File: src/rtl/vend_ctrl_param.sv
// Parametrised vending-machine controller.
// Accumulates credit from 0.5/1.0/2.0 coins, dispenses one drink when the
// credit reaches PRICE, then pays change back one coin per cycle (largest
// first). Supports cancel/refund, rejects illegal or ill-timed coins and
// keeps a wrapping sales counter. All quantities are in half-unit steps.
module vend_ctrl_param #(
  parameter int PRICE = 3,
  parameter int CW    = 4,
  parameter int CNT_W = 8
) (
  input  logic             clk,
  input  logic             rst,
  input  logic [2:0]       money,
  input  logic             cancel,
  output logic             drink,
  output logic             coin_1,
  output logic             coin_0p5,
  output logic             coin_reject,
  output logic             busy,
  output logic [CW-1:0]    credit,
  output logic [CNT_W-1:0] sold_cnt
);

  typedef enum logic [1:0] {
    COLLECT = 2'd0,
    VEND    = 2'd1,
    CHANGE  = 2'd2
  } state_t;

  // Price widened to the accumulator width so the compare never truncates.
  localparam logic [CW:0] PRICE_X = (CW + 1)'(PRICE);

  state_t            state;
  logic [CW-1:0]     change;
  logic              coin_legal;
  logic              coin_any;
  logic [CW:0]       coin_val;
  logic [CW:0]       sum;

  // Value of a single legal one-hot coin; zero for no coin or multi-hot codes.
  function automatic logic [2:0] coin_units(input logic [2:0] m);
    logic [2:0] v;
    case (m)
      3'b001:  v = 3'd1;
      3'b010:  v = 3'd2;
      3'b100:  v = 3'd4;
      default: v = 3'd0;
    endcase
    return v;
  endfunction

  // Decode the sampled coin and form credit+v one bit wider than credit.
  always_comb begin
    coin_legal = 1'b0;
    coin_any   = 1'b0;
    coin_val   = '0;
    sum        = '0;
    coin_legal = (coin_units(money) != 3'd0);
    coin_any   = (money != 3'b000);
    coin_val   = (CW + 1)'(coin_units(money));
    sum        = {1'b0, credit} + coin_val;
  end

  // Controller state, credit/change bookkeeping, reject pulse and sales count.
  always_ff @(posedge clk) begin
    if (rst) begin
      state       <= COLLECT;
      credit      <= '0;
      change      <= '0;
      coin_reject <= 1'b0;
      sold_cnt    <= '0;
    end else begin
      coin_reject <= 1'b0;
      case (state)
        COLLECT: begin
          if (cancel && (credit != '0)) begin
            // Refund wins over any coin arriving on the same edge.
            state       <= CHANGE;
            change      <= credit;
            credit      <= '0;
            coin_reject <= coin_any;
          end else if (coin_legal) begin
            if (sum >= PRICE_X) begin
              state  <= VEND;
              change <= CW'(sum - PRICE_X);
              credit <= '0;
            end else begin
              credit <= CW'(sum);
            end
          end else begin
            // Multi-hot codes are handed straight back; no coin is a no-op.
            coin_reject <= coin_any;
          end
        end
        VEND: begin
          coin_reject <= coin_any;
          sold_cnt    <= sold_cnt + CNT_W'(1);
          if (change != '0) begin
            state <= CHANGE;
          end else begin
            state <= COLLECT;
          end
        end
        CHANGE: begin
          coin_reject <= coin_any;
          if (change >= CW'(2)) begin
            change <= change - CW'(2);
            if (change == CW'(2)) begin
              state <= COLLECT;
            end else begin
              state <= CHANGE;
            end
          end else begin
            change <= '0;
            state  <= COLLECT;
          end
        end
        default: begin
          state  <= COLLECT;
          credit <= '0;
          change <= '0;
        end
      endcase
    end
  end

  // Dispense/hopper strobes depend only on registered state and change.
  assign drink    = (state == VEND);
  assign coin_1   = (state == CHANGE) && (change >= CW'(2));
  assign coin_0p5 = (state == CHANGE) && (change == CW'(1));
  assign busy     = (state != COLLECT);

endmodule

File: config.mk
export PLATFORM = sky130hd
export DESIGN_NAME = vend_ctrl_param
export DESIGN_NICKNAME = d
export VERILOG_FILES = /design/src/rtl/vend_ctrl_param.sv
export SDC_FILE = /design/constraint.sdc
export NUM_CORES = 1
export LEC_CHECK = 0
export ABC_AREA = 1
export CORE_MARGIN = 3
export CORE_UTILIZATION = 51
export CTS_CLUSTER_SIZE = 30
export DETAILED_ROUTE_END_ITERATION = 7
export PLACE_DENSITY = 0.83
export SLEW_MARGIN = 15
export SYNTH_ARGS = -nofsm -noshare
export SYNTH_HDL_FRONTEND = slang
export SYNTH_SLANG_ARGS = --single-unit
File: constraint.sdc
create_clock -name clk -period 3 [get_ports clk]
set_clock_uncertainty 0.05 [all_clocks]
set_input_delay 0.45 -clock clk [delete_from_list [all_inputs] [get_ports clk]]
set_output_delay 0.45 -clock clk [all_outputs]
set_load 0.02 [all_outputs]
==> impl_metrics.env <==
export IMPL_status="complete, no violations"
export IMPL_endpoint_kind="flop"
export IMPL_initial_core_util_pct=55.3
export IMPL_synthesis_instances=184
export IMPL_pin_count=23
export IMPL_drt_first_iter_violations=47
export IMPL_grt_usage_pct=20.9
export IMPL_synth_top_family_by_area="simple AND/OR/NAND/NOR gates"
export IMPL_ant_nets=0
export IMPL_grtUsageMet1_pct=27.0
export IMPL_synth_seq_cells=19
export IMPL_grt_use_met2_pct=35.6
export IMPL_final_seq_area_sq_um=380
export IMPL_slew_headroom_pct=66.8
export IMPL_hold_violations=0
export IMPL_synth_area_sq_mm=0.00126
export IMPL_setup_viol=0
export IMPL_combPwrFrac_pct=37.6
export IMPL_antenna_found_initial=0
export IMPL_gp_congestion=0.837
export IMPL_fin_crit_ns=2.76
export IMPL_cp_top_family="adder cells"
export IMPL_clk_latency_ns=0.31
export IMPL_clockRootBuffer="clkbuf_4"
export IMPL_routed_wl_microns=3020
export IMPL_synthMuxAreaShare_pct=0
export IMPL_critPathMaxFanout=9
export IMPL_post_dp_cell_area_sq_mm=0.00153
export IMPL_cts_made_buffers=3
export IMPL_criticalPathCategory="in -> reg"
export IMPL_grt_max_degree=13
export IMPL_post_route_period_util_pct=92.1
export IMPL_holdBufCountCts=0
export IMPL_grt_pass1_vias=1229
export IMPL_cts_clk_slew_worst_paths_ns=0.11
export IMPL_synth_compound_area_share_pct=11.6
export IMPL_finish_cell_count_without_fillers=239
export IMPL_core_area_sq_mm=0.00228
export IMPL_multi_input_area_sq_um=751
export IMPL_maxCapViolations=0
export IMPL_slowest_delay_ns=0.47
export IMPL_viasPerCell=5.33
export IMPL_rsz0062_at_grt="no"
export IMPL_hold_slack_ns=0.410
export IMPL_grt_pass1_wl_microns=5350
export IMPL_layout_commonest_cell="nand2_1"
export IMPL_synth_distinct_cells=24
export IMPL_crit_buf_inv=1
export IMPL_cpMaxStageDelayCell="fa_1"
export IMPL_worst_ep_arrival_time_ns=2.91
export IMPL_die_x_microns=55.7
export IMPL_synth_nets=201
export IMPL_start_kind="input pin"
export IMPL_dp_hpwl_microns=2400
export IMPL_drcViolationCount=0
export IMPL_power_density_mw_per_mm2=440
export IMPL_grt_busiest_layer="met2"
export IMPL_layout_common_cells="33 x nand2_1, 32 x inv_1, 22 x nor2_1, 22 x clkdlybuf4s50_1, 19 x dfxtp_1"
export IMPL_drive_gt1_share_pct=8.06
export IMPL_synth_simple_gate_area_share_pct=35.8
export IMPL_htreeDepth=1
export IMPL_yosys_warnings=0
export IMPL_cts_repair_resized=0
export IMPL_pwr_share_clk_pct=20.1
export IMPL_grt_ovfl_total=0
export IMPL_die_h_microns=55.7
export IMPL_place_inst=235
export IMPL_drv_slew=0
export IMPL_vias=1274
export IMPL_seq_power_share_pct=42.2
export IMPL_nNetsFinal=229
export IMPL_antenna_cells=0
export IMPL_postCtsSetupBuffers=0
export IMPL_die_area_sq_mm=0.00310
export IMPL_avgSynthCellArea_sq_um=6.84
export IMPL_min_path_type="reg -> reg"
export IMPL_cts_tree="yes"
export IMPL_synthAdderAreaFrac_pct=11.5
export IMPL_met3_usage_pct=3.71
export IMPL_crit_chain="clkdlybuf4s50_1 -> nor3_1 -> ha_1 -> fa_1 -> ha_1 -> nand3_1 -> nand4_4 -> nand3_1 -> nand2_1 -> nand2_1 -> nor2_1"
export IMPL_clock_sinks=19
export IMPL_synth_xor_area_share_pct=0.696
export IMPL_avgRoutedWirePerCell_microns=12.6
export IMPL_vdd_drop_max_mv=0.340
export IMPL_yosysSeqAreaShare_pct=30.2
export IMPL_cts_buffer_depth=2
export IMPL_switchingPower_uw=262
export IMPL_fill_cells=191
export IMPL_fmax_ghz=0.362
export IMPL_intPower_uw=421
export IMPL_p_sw_share_pct=38.4
export IMPL_dr_pass1_iters=5
export IMPL_postLayoutCellArea_sq_mm=0.00155
export IMPL_p_leak_uw=0.000727
export IMPL_cp_required_ns=3.14
export IMPL_area_growth_pct=23.4
export IMPL_rows=17
export IMPL_tightest_slew_ns=0.497
export IMPL_io_buffer_count=22
-- cell families after synthesis --
kind of cell	Yosys count
and+or+nand+nor	93
buffers and inverters	34
AOI/OAI and AO/OA	26
DFF	19
adders and majority gates	11
xor gates and xnor gates	1
-- worst register-to-register path, cell delays in order, from the launching register on --
cell     delay, ns
dfxtp_1       0.45
ha_1          0.27
fa_1          0.47
ha_1          0.24
nand3_1       0.15
nand4_4       0.18
nand3_1       0.17
nand2_1       0.07
nand2_1       0.06
nor2_1        0.04
-- routing by layer --
| layer | up-vias | share of wire (%) | wire, microns |
|---|---|---|---|
| met3 | 6 | 7.4 | 223 |
| met5 | - | 0 | 0 |
| met2 | 47 | 48 | 1460 |
| li1 | 647 | - | - |
| met4 | 0 | 1.1 | 32 |
| met1 | 574 | 43 | 1300 |
-- registers in the layout (all words and copies together) (netlist names) --
name and cells:
coin_reject 1, sold_cnt 8, change 4, credit 4, state 2
-- stage by stage --
step                total power (uW)  TNS [ns]  setup slack, ns  utilization (%)
global route                     730         0           0.0564             68.2
floorplan                        468         0            0.555                -
detailed placement               549    -0.172          -0.0735             67.0
global placement                 535         0           0.0550             67.0
CTS                              685         0            0.251             68.2
finish                           683         0            0.236             68.2
-- cells in the mapped netlist --
cell / n / area share [%]
inv_2: 1 / 0.30
clkbuf_1: 1 / 0.30
ha_1: 10 / 9.9
xor2_1: 1 / 0.70
nand2_1: 33 / 9.8
a21oi_4: 1 / 1.3
nor2_2: 1 / 0.50
nand4_4: 1 / 1.7
nor2_1: 22 / 6.6
nand3b_1: 3 / 1.8
nand2_2: 4 / 2.0
fa_1: 1 / 1.6
o22ai_1: 1 / 0.50
nand3_1: 18 / 7.2
nor3_2: 1 / 0.80
a21oi_1: 12 / 4.8
nand2_4: 2 / 1.8
a31oi_1: 1 / 0.50
dfxtp_1: 19 / 30
o21ai_0: 10 / 4.0
o21bai_1: 1 / 0.60
inv_1: 32 / 9.5
nand4_1: 5 / 2.5
nor3_1: 3 / 1.2
-- power by group through the flow --
| stage | Sequential [uW] | Clock (uW) | Combinational (uW) |
|---|---|---|---|
| after CTS | 289 | 140 | 256 |
| after global routing | 292 | 152 | 287 |
| after detailed placement | 294 | 0 | 255 |
| final | 288 | 137 | 257 |
| after floorplan | 301 | 0 | 168 |
| after global placement | 292 | 0 | 243 |
-- layout make-up --
type | count | share of cell area [%]
inverter | 33 | 7.98
timing repair buffer | 24 | 15.1
clock inverter | 1 | 0.322
clock buffer | 3 | 1.45
sequential | 19 | 24.5
multi-input combinational | 131 | 48.3
tap | 28 | 2.26
-- path summary, 6_finish.rpt --
kind                                  from                       end  slack, ns  depth (start not counted)
hold reg to reg   sold_cnt[7]$_SDFFE_PP0P_  sold_cnt[7]$_SDFFE_PP0P_       0.41                          1
setup reg to reg    credit[0]$_SDFFE_PP0P_    change[2]$_SDFFE_PP0P_       0.72                          9
hold / removal    sold_cnt[7]$_SDFFE_PP0P_  sold_cnt[7]$_SDFFE_PP0P_       0.41                          1
setup / recovery                  money[1]    change[2]$_SDFFE_PP0P_       0.24                         11
(Power assumes the default switching activity.)
